$ cat src/rtl/pdm_pkg.sv
// ---------------------------------------------------------------------------
// pdm_pkg
// Shared constants and types for the PDM transmit path (modulator) and the
// matching PDM bit-clock generator.
//   PDM_COUNT_PERIOD_DEF : system clocks per PDM bit (default 32)
//   NUM_PDM_SAMPLES_DEF  : PDM steps per audio sample (default 256)
//   SAMPLE_WIDTH_DEF     : signed audio sample width (default 8)
//   INT_W / INT_MAX      : integrator width and saturation limit used by the
//                          optional second-order loop (SECOND_ORDER_EN)
// ---------------------------------------------------------------------------
package pdm_pkg;

    localparam int PDM_COUNT_PERIOD_DEF = 32;
    localparam int NUM_PDM_SAMPLES_DEF  = 256;
    localparam int SAMPLE_WIDTH_DEF     = 8;

    localparam int INT_W   = 12;
    localparam int INT_MAX = (1 << (INT_W - 1)) - 1;   // 2047, symmetric limit

    typedef logic signed [SAMPLE_WIDTH_DEF-1:0] sample_t;

    typedef enum logic {
        IDLE = 1'b0,
        RUN  = 1'b1
    } pdm_state_t;

    // Clamp a widened integrator sum to +/-INT_MAX.
    function automatic logic signed [INT_W-1:0] sat_int(input logic signed [INT_W+1:0] v);
        if (v > INT_MAX) begin
            return INT_W'(INT_MAX);
        end else if (v < -INT_MAX) begin
            return INT_W'(-INT_MAX);
        end
        return v[INT_W-1:0];
    endfunction

endpackage

$ cat src/rtl/pdm_modulator_if.sv
// ---------------------------------------------------------------------------
// pdm_modulator_if
// Sample handshake between an audio source and the PDM modulator.
//   sample_in        : signed two's-complement audio sample
//   sample_valid_in  : sample_in is valid
//   sample_ready_out : modulator can accept a sample this cycle
// Modports: master = sample source, slave = modulator.
// ---------------------------------------------------------------------------
interface pdm_modulator_if #(
    parameter int SAMPLE_WIDTH = 8
);
    logic [SAMPLE_WIDTH-1:0] sample_in;
    logic                    sample_valid_in;
    logic                    sample_ready_out;

    modport master (
        output sample_in,
        output sample_valid_in,
        input  sample_ready_out
    );

    modport slave (
        input  sample_in,
        input  sample_valid_in,
        output sample_ready_out
    );
endinterface

$ cat src/rtl/pdm_clk_gen.sv
// ---------------------------------------------------------------------------
// pdm_clk_gen
// Divides the system clock down to the PDM bit clock. Shared with the
// receive-side decimator so both ends agree on bit timing.
//   clk_in       : system clock
//   rst_in       : asynchronous active-high reset
//   pdm_clk_out  : registered bit clock, high for the first half of the period
//   pdm_step_out : registered one-cycle strobe, coincident with the
//                  0->1 transition of pdm_clk_out
//   step_next    : combinational "a step is being issued at this edge";
//                  lets the modulator update in the same edge that raises
//                  pdm_step_out, so its outputs line up with the strobe
// ---------------------------------------------------------------------------
module pdm_clk_gen #(
    parameter int PDM_COUNT_PERIOD = 32
) (
    input  logic clk_in,
    input  logic rst_in,
    output logic pdm_clk_out,
    output logic pdm_step_out,
    output logic step_next
);
    localparam int                  DIV_W    = $clog2(PDM_COUNT_PERIOD);
    localparam logic [DIV_W-1:0]    DIV_LAST = DIV_W'(PDM_COUNT_PERIOD - 1);
    localparam logic [DIV_W-1:0]    DIV_HALF = DIV_W'(PDM_COUNT_PERIOD / 2);

    logic [DIV_W-1:0] div_cnt_reg;
    logic [DIV_W-1:0] div_cnt_next;
    logic             pdm_clk_reg;
    logic             step_reg;

    always_comb begin
        div_cnt_next = div_cnt_reg + 1'b1;
        if (div_cnt_reg == DIV_LAST) begin
            div_cnt_next = '0;
        end
    end

    // div_cnt==0 is the cycle whose edge flips the bit clock high, so the
    // first step appears one cycle after reset release.
    assign step_next = (div_cnt_reg == '0);

    always_ff @(posedge clk_in or posedge rst_in) begin
        if (rst_in) begin
            div_cnt_reg <= '0;
            pdm_clk_reg <= 1'b0;
            step_reg    <= 1'b0;
        end else begin
            div_cnt_reg <= div_cnt_next;
            pdm_clk_reg <= (div_cnt_reg < DIV_HALF);
            step_reg    <= step_next;
        end
    end

    assign pdm_clk_out  = pdm_clk_reg;
    assign pdm_step_out = step_reg;

endmodule

$ cat src/rtl/pdm_modulator.sv
// ---------------------------------------------------------------------------
// pdm_modulator
// Converts signed audio samples into a 1-bit PDM stream with its own bit
// clock. Each accepted sample is held for NUM_PDM_SAMPLES PDM steps.
//   clk_in           : system clock
//   rst_in           : asynchronous active-high reset
//   smp (slave)      : sample_in / sample_valid_in / sample_ready_out
//   pdm_clk_out      : PDM bit clock, 50% duty
//   pdm_step_out     : one-cycle strobe on each bit-clock rising edge
//   pdm_out          : PDM data bit, changes only on step cycles
//   frame_start_out  : one-cycle strobe when a buffered sample becomes current
//   underrun_out     : one-cycle strobe when a frame ends with nothing buffered
//                      (only after the first sample has been played)
// Build option: define SECOND_ORDER_EN for a second-order noise-shaping loop
// with 12-bit saturating integrators; default is a first-order accumulator.
// ---------------------------------------------------------------------------
module pdm_modulator
    import pdm_pkg::*;
#(
    parameter int PDM_COUNT_PERIOD = PDM_COUNT_PERIOD_DEF,
    parameter int NUM_PDM_SAMPLES  = NUM_PDM_SAMPLES_DEF,
    parameter int SAMPLE_WIDTH     = SAMPLE_WIDTH_DEF
) (
    input  logic           clk_in,
    input  logic           rst_in,
    pdm_modulator_if.slave smp,
    output logic           pdm_clk_out,
    output logic           pdm_step_out,
    output logic           pdm_out,
    output logic           frame_start_out,
    output logic           underrun_out
);
    localparam int                STEP_W    = $clog2(NUM_PDM_SAMPLES);
    localparam logic [STEP_W-1:0] STEP_LAST = STEP_W'(NUM_PDM_SAMPLES - 1);

    logic                           step_next;
    logic [STEP_W-1:0]              step_cnt_reg;
    logic                           boundary;
    logic                           load;
    logic                           accept;

    logic signed [SAMPLE_WIDTH-1:0] next_reg;
    logic                           next_full_reg;
    logic signed [SAMPLE_WIDTH-1:0] current_reg;
    logic                           frame_start_reg;
    logic                           underrun_reg;
    logic                           pdm_reg;

    pdm_state_t                     state_reg;
    pdm_state_t                     state_next;

    // -----------------------------------------------------------------------
    // Bit clock
    // -----------------------------------------------------------------------
    pdm_clk_gen #(
        .PDM_COUNT_PERIOD (PDM_COUNT_PERIOD)
    ) u_clk_gen (
        .clk_in       (clk_in),
        .rst_in       (rst_in),
        .pdm_clk_out  (pdm_clk_out),
        .pdm_step_out (pdm_step_out),
        .step_next    (step_next)
    );

    // -----------------------------------------------------------------------
    // Handshake and frame timing
    // -----------------------------------------------------------------------
    // Ready comes straight from the buffer flag, so there is no path from
    // valid back to ready. Gated by reset so nothing is taken while held.
    assign smp.sample_ready_out = ~next_full_reg & ~rst_in;
    assign accept               = smp.sample_valid_in & smp.sample_ready_out;

    assign boundary = step_next && (step_cnt_reg == STEP_LAST);
    // next_full_reg is the pre-edge value: an accept in the boundary cycle
    // is not visible here and is played one frame later.
    assign load     = boundary && next_full_reg;

    // -----------------------------------------------------------------------
    // State machine
    // -----------------------------------------------------------------------
    always_ff @(posedge clk_in or posedge rst_in) begin
        if (rst_in) begin
            state_reg <= IDLE;
        end else begin
            state_reg <= state_next;
        end
    end

    always_comb begin
        state_next = state_reg;
        case (state_reg)
            IDLE:    if (load) state_next = RUN;
            RUN:     state_next = RUN;
            default: state_next = IDLE;
        endcase
    end

    // -----------------------------------------------------------------------
    // Sample buffer and frame strobes
    // -----------------------------------------------------------------------
    always_ff @(posedge clk_in or posedge rst_in) begin
        if (rst_in) begin
            step_cnt_reg    <= '0;
            next_reg        <= '0;
            next_full_reg   <= 1'b0;
            current_reg     <= '0;
            frame_start_reg <= 1'b0;
            underrun_reg    <= 1'b0;
        end else begin
            if (step_next) begin
                step_cnt_reg <= boundary ? '0 : step_cnt_reg + 1'b1;
            end

            if (accept) begin
                next_reg <= smp.sample_in;
            end

            if (load) begin
                next_full_reg <= 1'b0;
            end else if (accept) begin
                next_full_reg <= 1'b1;
            end

            if (load) begin
                current_reg <= next_reg;
            end

            frame_start_reg <= load;
            underrun_reg    <= boundary && !next_full_reg && (state_reg == RUN);
        end
    end

    assign frame_start_out = frame_start_reg;
    assign underrun_out    = underrun_reg;

    // -----------------------------------------------------------------------
    // Modulator core. Uses current_reg as it was before a load in the same
    // edge, so a newly loaded sample shows up from the following step.
    // -----------------------------------------------------------------------
`ifdef SECOND_ORDER_EN
    localparam logic signed [INT_W+1:0] FB_POS = (INT_W+2)'(128);
    localparam logic signed [INT_W+1:0] FB_NEG = -(INT_W+2)'(128);

    logic signed [INT_W-1:0] i1_reg;
    logic signed [INT_W-1:0] i2_reg;
    logic signed [INT_W-1:0] i1_next;
    logic signed [INT_W-1:0] i2_next;
    logic signed [INT_W+1:0] x_ext;
    logic signed [INT_W+1:0] fb_ext;
    logic signed [INT_W+1:0] i1_sum;
    logic signed [INT_W+1:0] i2_sum;
    logic                    bit_next;

    always_comb begin
        bit_next = ~i2_reg[INT_W-1];
        fb_ext   = bit_next ? FB_POS : FB_NEG;
        x_ext    = {{(INT_W+2-SAMPLE_WIDTH){current_reg[SAMPLE_WIDTH-1]}}, current_reg};
        i1_sum   = {{2{i1_reg[INT_W-1]}}, i1_reg} + x_ext - fb_ext;
        i1_next  = sat_int(i1_sum);
        // Second stage integrates the freshly updated first stage.
        i2_sum   = {{2{i2_reg[INT_W-1]}}, i2_reg} + {{2{i1_next[INT_W-1]}}, i1_next} - fb_ext;
        i2_next  = sat_int(i2_sum);
    end

    always_ff @(posedge clk_in or posedge rst_in) begin
        if (rst_in) begin
            i1_reg  <= '0;
            i2_reg  <= '0;
            pdm_reg <= 1'b0;
        end else if (step_next) begin
            i1_reg  <= i1_next;
            i2_reg  <= i2_next;
            pdm_reg <= bit_next;
        end
    end
`else
    logic [SAMPLE_WIDTH-1:0] acc_reg;
    logic [SAMPLE_WIDTH-1:0] u_offset;
    logic [SAMPLE_WIDTH:0]   acc_sum;

    always_comb begin
        // Offset binary: flipping the sign bit maps -128..127 onto 0..255,
        // so the carry-out density over a frame equals u_offset/2^width.
        u_offset = {~current_reg[SAMPLE_WIDTH-1], current_reg[SAMPLE_WIDTH-2:0]};
        acc_sum  = {1'b0, acc_reg} + {1'b0, u_offset};
    end

    always_ff @(posedge clk_in or posedge rst_in) begin
        if (rst_in) begin
            acc_reg <= '0;
            pdm_reg <= 1'b0;
        end else if (step_next) begin
            acc_reg <= acc_sum[SAMPLE_WIDTH-1:0];
            pdm_reg <= acc_sum[SAMPLE_WIDTH];
        end
    end
`endif

    assign pdm_out = pdm_reg;

endmodule

$ cat src/flat_wrapper.sv
// flat-port wrapper written by rule: the top's interface ports become plain ports
module pdm_modulator_flat import pdm_pkg::*;
#(
    parameter int PDM_COUNT_PERIOD = PDM_COUNT_PERIOD_DEF,
    parameter int NUM_PDM_SAMPLES  = NUM_PDM_SAMPLES_DEF,
    parameter int SAMPLE_WIDTH     = SAMPLE_WIDTH_DEF
)
  (clk_in, rst_in, pdm_clk_out, pdm_step_out, pdm_out, frame_start_out, underrun_out, smp_sample_in, smp_sample_valid_in, smp_sample_ready_out);
  pdm_modulator_if #(.SAMPLE_WIDTH(SAMPLE_WIDTH)) smp_i ();
  input  logic clk_in;
  input  logic rst_in;
  output logic pdm_clk_out;
  output logic pdm_step_out;
  output logic pdm_out;
  output logic frame_start_out;
  output logic underrun_out;
  input wire logic [$bits(smp_i.sample_in)-1:0] smp_sample_in;
  input wire logic [$bits(smp_i.sample_valid_in)-1:0] smp_sample_valid_in;
  output wire logic [$bits(smp_i.sample_ready_out)-1:0] smp_sample_ready_out;
  assign smp_i.sample_in = smp_sample_in;
  assign smp_i.sample_valid_in = smp_sample_valid_in;
  assign smp_sample_ready_out = smp_i.sample_ready_out;
  pdm_modulator #(.PDM_COUNT_PERIOD(PDM_COUNT_PERIOD), .NUM_PDM_SAMPLES(NUM_PDM_SAMPLES), .SAMPLE_WIDTH(SAMPLE_WIDTH)) u_core (.clk_in(clk_in), .rst_in(rst_in), .smp(smp_i), .pdm_clk_out(pdm_clk_out), .pdm_step_out(pdm_step_out), .pdm_out(pdm_out), .frame_start_out(frame_start_out), .underrun_out(underrun_out));
endmodule
$ cat config.mk
export PLATFORM = sky130hd
export DESIGN_NAME = pdm_modulator_flat
export DESIGN_NICKNAME = d
export VERILOG_FILES = /design/src/rtl/pdm_pkg.sv /design/src/rtl/pdm_modulator_if.sv /design/src/rtl/pdm_clk_gen.sv /design/src/rtl/pdm_modulator.sv /design/src/flat_wrapper.sv
export SDC_FILE = /design/constraint.sdc
export NUM_CORES = 1
export LEC_CHECK = 0
export ABC_AREA = 1
export BUFFER_PORTS_ARGS = -buffer_cell sky130_fd_sc_hd__buf_2
export CAP_MARGIN = 20
export CORE_UTILIZATION = 35
export CTS_BUF_LIST = sky130_fd_sc_hd__clkbuf_16
export CTS_CLUSTER_SIZE = 25
export DETAILED_ROUTE_END_ITERATION = 7
export PLACE_DENSITY = 0.48
export SETUP_SLACK_MARGIN = 0.4
export SLEW_MARGIN = 15
export SYNTH_ARGS = -nofsm -noshare
export SYNTH_HDL_FRONTEND = slang
export SYNTH_SLANG_ARGS = --single-unit
$ cat constraint.sdc
create_clock -name clk_in -period 2.1 [get_ports clk_in]
set_clock_uncertainty 0.15 [all_clocks]
set_input_delay 0.105 -clock clk_in [delete_from_list [all_inputs] [get_ports clk_in]]
set_output_delay 0.105 -clock clk_in [all_outputs]
set_load 0.02 [all_outputs]
==> results.toml <==
[setup_path]
startpoint_type = "flip-flop"
worstPathRequired_ps = 2110
path_class = "reg2reg"
cp.arrival_ps = 1690
critPathMaxFanout = 7
r2r-end = "u_core.step_cnt_reg[2]"
r2r_setup_slack_ps = 420
rr_startpoint = "u_core.u_clk_gen.div_cnt_reg[0]"
worst-r2r-cell-count = 9
cp-end-kind = "flip-flop"

[logic_synthesis]
synthTopCellsByArea = "dfrtp_1 (50%), nand2_1 (13%), ha_1 (6.9%)"
synthDistinctLibCells = 28
synth_compound_area_share_pct = 3.78
synth.area.mux_share_pct = 4.12
yosys_warnings = 0
synth_fa_ha_area_share_pct = 7.78
synth_nets = 266
synthXorXnorAreaFrac_pct = 1.60
synth-simple-area-share_pct = 26.7
synth_seq_cells = 44
syn_area_per_cell_um2 = 9.03
ys_seq_area_share_pct = 50.4
synth_top_area_share_pct = 50.4
synthCells = 242
synthesis.area_um2 = 2190
synth_top_family_by_area = "simple AND/OR/NAND/NOR gates"
yosysTopAreaCell = "dfrtp_1"

[timing]
relSlewSlack_pct = 69.5
rsz0062_at_grt = "yes"
period_share_pct = 80.2
min_period_ps = 1680
fmax_ghz = 0.594
drv_slew = 0
setup_tns_ps = 0
setup_viol = 0
tightest_slew_ps = 458
hold_viol_final = 0

[floorplanning]
rows = 28
die_w_um = 81.0
start_util_pct = 36.7
fp.dieH_um = 81.0
coreArea_um2 = 5960
io_pins = 17
die_area_um2 = 6570

[global_route]
grt.busiest_layer = "met2"
grt_start_max_net_pins = 25
use_met1_pct = 18.8
grt_pass1_wl_mm = 6.86
grt_pass1_vias = 1552
grt_use_total_pct = 13.7
grt-ovfl-total = 0
grt_use_met2_pct = 21.0
antenna_found_initial = 0
grt_util_met3_pct = 3.03

[detailed_routing]
post-route-drc-count = 0
viasPerCell = 4.51
drt_iter0_markers = 68
firstDrtPassIters = 5
drtAntennaViolNets = 0
vias = 1622
routedWlPerCell_um = 11.1
wl_mm = 3.99

[finish]
drive_gt1_share_pct = 23.2
fin_nets = 308
antenna_cells = 0
final_cell_area_um2 = 2780
syn_to_final_growth_pct = 27.2

[place]
dp_hpwl_mm = 2.79
io_buffers = 16
place_area_um2 = 2380
place.gp.congestion = 0.756

[hold_path]
holdPathEnd = "u_core.next_full_reg"
hold_class = "in2reg"
hold_depth = 3
hold_start = "smp_sample_valid_in"

[clocking]
max-clock-path-buffers = 2
numCtsBuffers = 5
tritoncts = "done"
numClockSinks = 44
clk-insertion-delay-late_ps = 280
h-tree-depth = 2
clkTransAtPathRegs_ps = 60
cts_root_buffer = "clkbuf_16"

[flow_run]
cap_violations = 0

[power]
ir_drop_mv = 0.391
cellLeakagePower_nw = 1.43
powerDensity_nw_per_um2 = 640

[outcome]
outcome = "completed"
## per-layer routing
layer / share of wire (%) / wire (um) / vias to the layer above
met1: 53 / 2100 / 743
met3: 2.2 / 87 / 5
met5: 0 / 0 / -
met2: 44 / 1740 / 19
met4: 1.5 / 58 / 0
li1: - / - / 855
## worst max-delay path by stage
stage / from / slack [ps] / endpoint / depth (start not counted)
CTS: u_core.current_reg[0] / 400 / u_core.acc_reg[6] / 8
detailed placement: u_core.acc_reg[0] / 360 / u_core.pdm_out / 8
global route: u_core.acc_reg[0] / 320 / u_core.acc_reg[6] / 9
finish: u_core.u_clk_gen.div_cnt_reg[0] / 420 / u_core.step_cnt_reg[2] / 9
floorplan: u_core.acc_reg[0] / 440 / u_core.pdm_out / 8
global placement: u_core.acc_reg[0] / 370 / u_core.pdm_out / 8
## cells by family (layout without fill, tap and decap cells)
group                    Yosys count  count (layout)
flip-flops                        44              44
XOR/XNOR                           4               4
AO/OA/AOI/OAI                     15              15
buffers and inverters             31              74
adder cells (fa/ha/maj)           13              13
AND/OR/NAND/NOR                  127             127
multiplexers                       8               8
## synthesized netlist by cell type
cell      instances
fa_1              1
buf_4             1
a31oi_1           2
ha_1             12
inv_2             2
nor2_2            1
xor2_1            1
nand3_1          21
nor2_4            1
buf_2             3
nand2_1          73
nand4_1           3
o21ai_0           7
nand3_2           1
nand2_2           2
nor3_2            1
mux2_2            8
nor2_8            1
xnor2_1           3
dfrtp_1          44
nand2_4           1
nand3b_1          4
or2_2             1
nor2_1           16
o21bai_1          2
inv_1            25
a21oi_1           4
nor3b_1           1
## where the power goes
group	internal (W)	leakage (nW)	switching, W
clock	0.000558	0.0798	0.000318
sequential	0.000853	0.586	0.00000269
combinational	0.0000253	0.768	0.0000219
## repair_timing
item | in CTS | in global routing
endpoints found under the hold margin | 28 | 0
hold buffers | 9 | 0
gates resized for setup | 5 | 6
gates cloned | 0 | 0
pin swaps | 7 | 8
setup buffers | 3 | 7
endpoints found under the setup margin | 12 | 16
## cell type report
type	instances	area [um2]
repair buffers	39	304
clock buffers	5	125
clock inverters	3	42.5
multi-input cells	167	1010
fillers	600	3170
flip-flops and latches	44	1100
inverters	27	104
well taps	75	93.8
## critical path, cell delays in order (launching register included)
cell     delay, ps
dfrtp_1        400
inv_1           70
ha_1           150
nand3_2         90
nor2_4         150
buf_6          140
buf_4          120
buf_4          100
nand2_1         50
xnor2_1        120
## metrics by stage
| stage | std cells | total power, W | util [%] | hold slack [ps] | worst slack [ps] |
|---|---|---|---|---|---|
| 4_1_cts | 353 | 0.00181 | 45.1 | 217 | 402 |
| 3_5_place_dp | 333 | 0.000909 | 40.0 | 8.88 | 356 |
| 5_1_grt | 360 | 0.00185 | 46.7 | 254 | 319 |
| 6_report | 360 | 0.00178 | 46.7 | 173 | 415 |
| 3_3_place_gp | 333 | 0.000908 | 40.0 | 8.61 | 371 |
| 2_1_floorplan | 242 | 0.000889 | - | 106 | 438 |
## cells in the final DEF (no fill, tap or decap), types with 2 or more instances in the layout
cell and n:
nand2_1 71, buf_2 16, mux2_2 8, ha_4 3, nor2_1 15, o21ai_0 6, buf_4 11, nand4_1 3
a21oi_1 4, xnor2_1 3, dlygate4sd3_1 9, dfrtp_1 44, inv_1 24, ha_1 8, nand3_1 21, nand2_2 4
inv_2 2, buf_12 2, nor2_2 2, o21bai_1 2, clkbuf_16 5, nand3b_1 4, a31oi_1 2
Note: power is estimated with default switching activity, not from simulation.
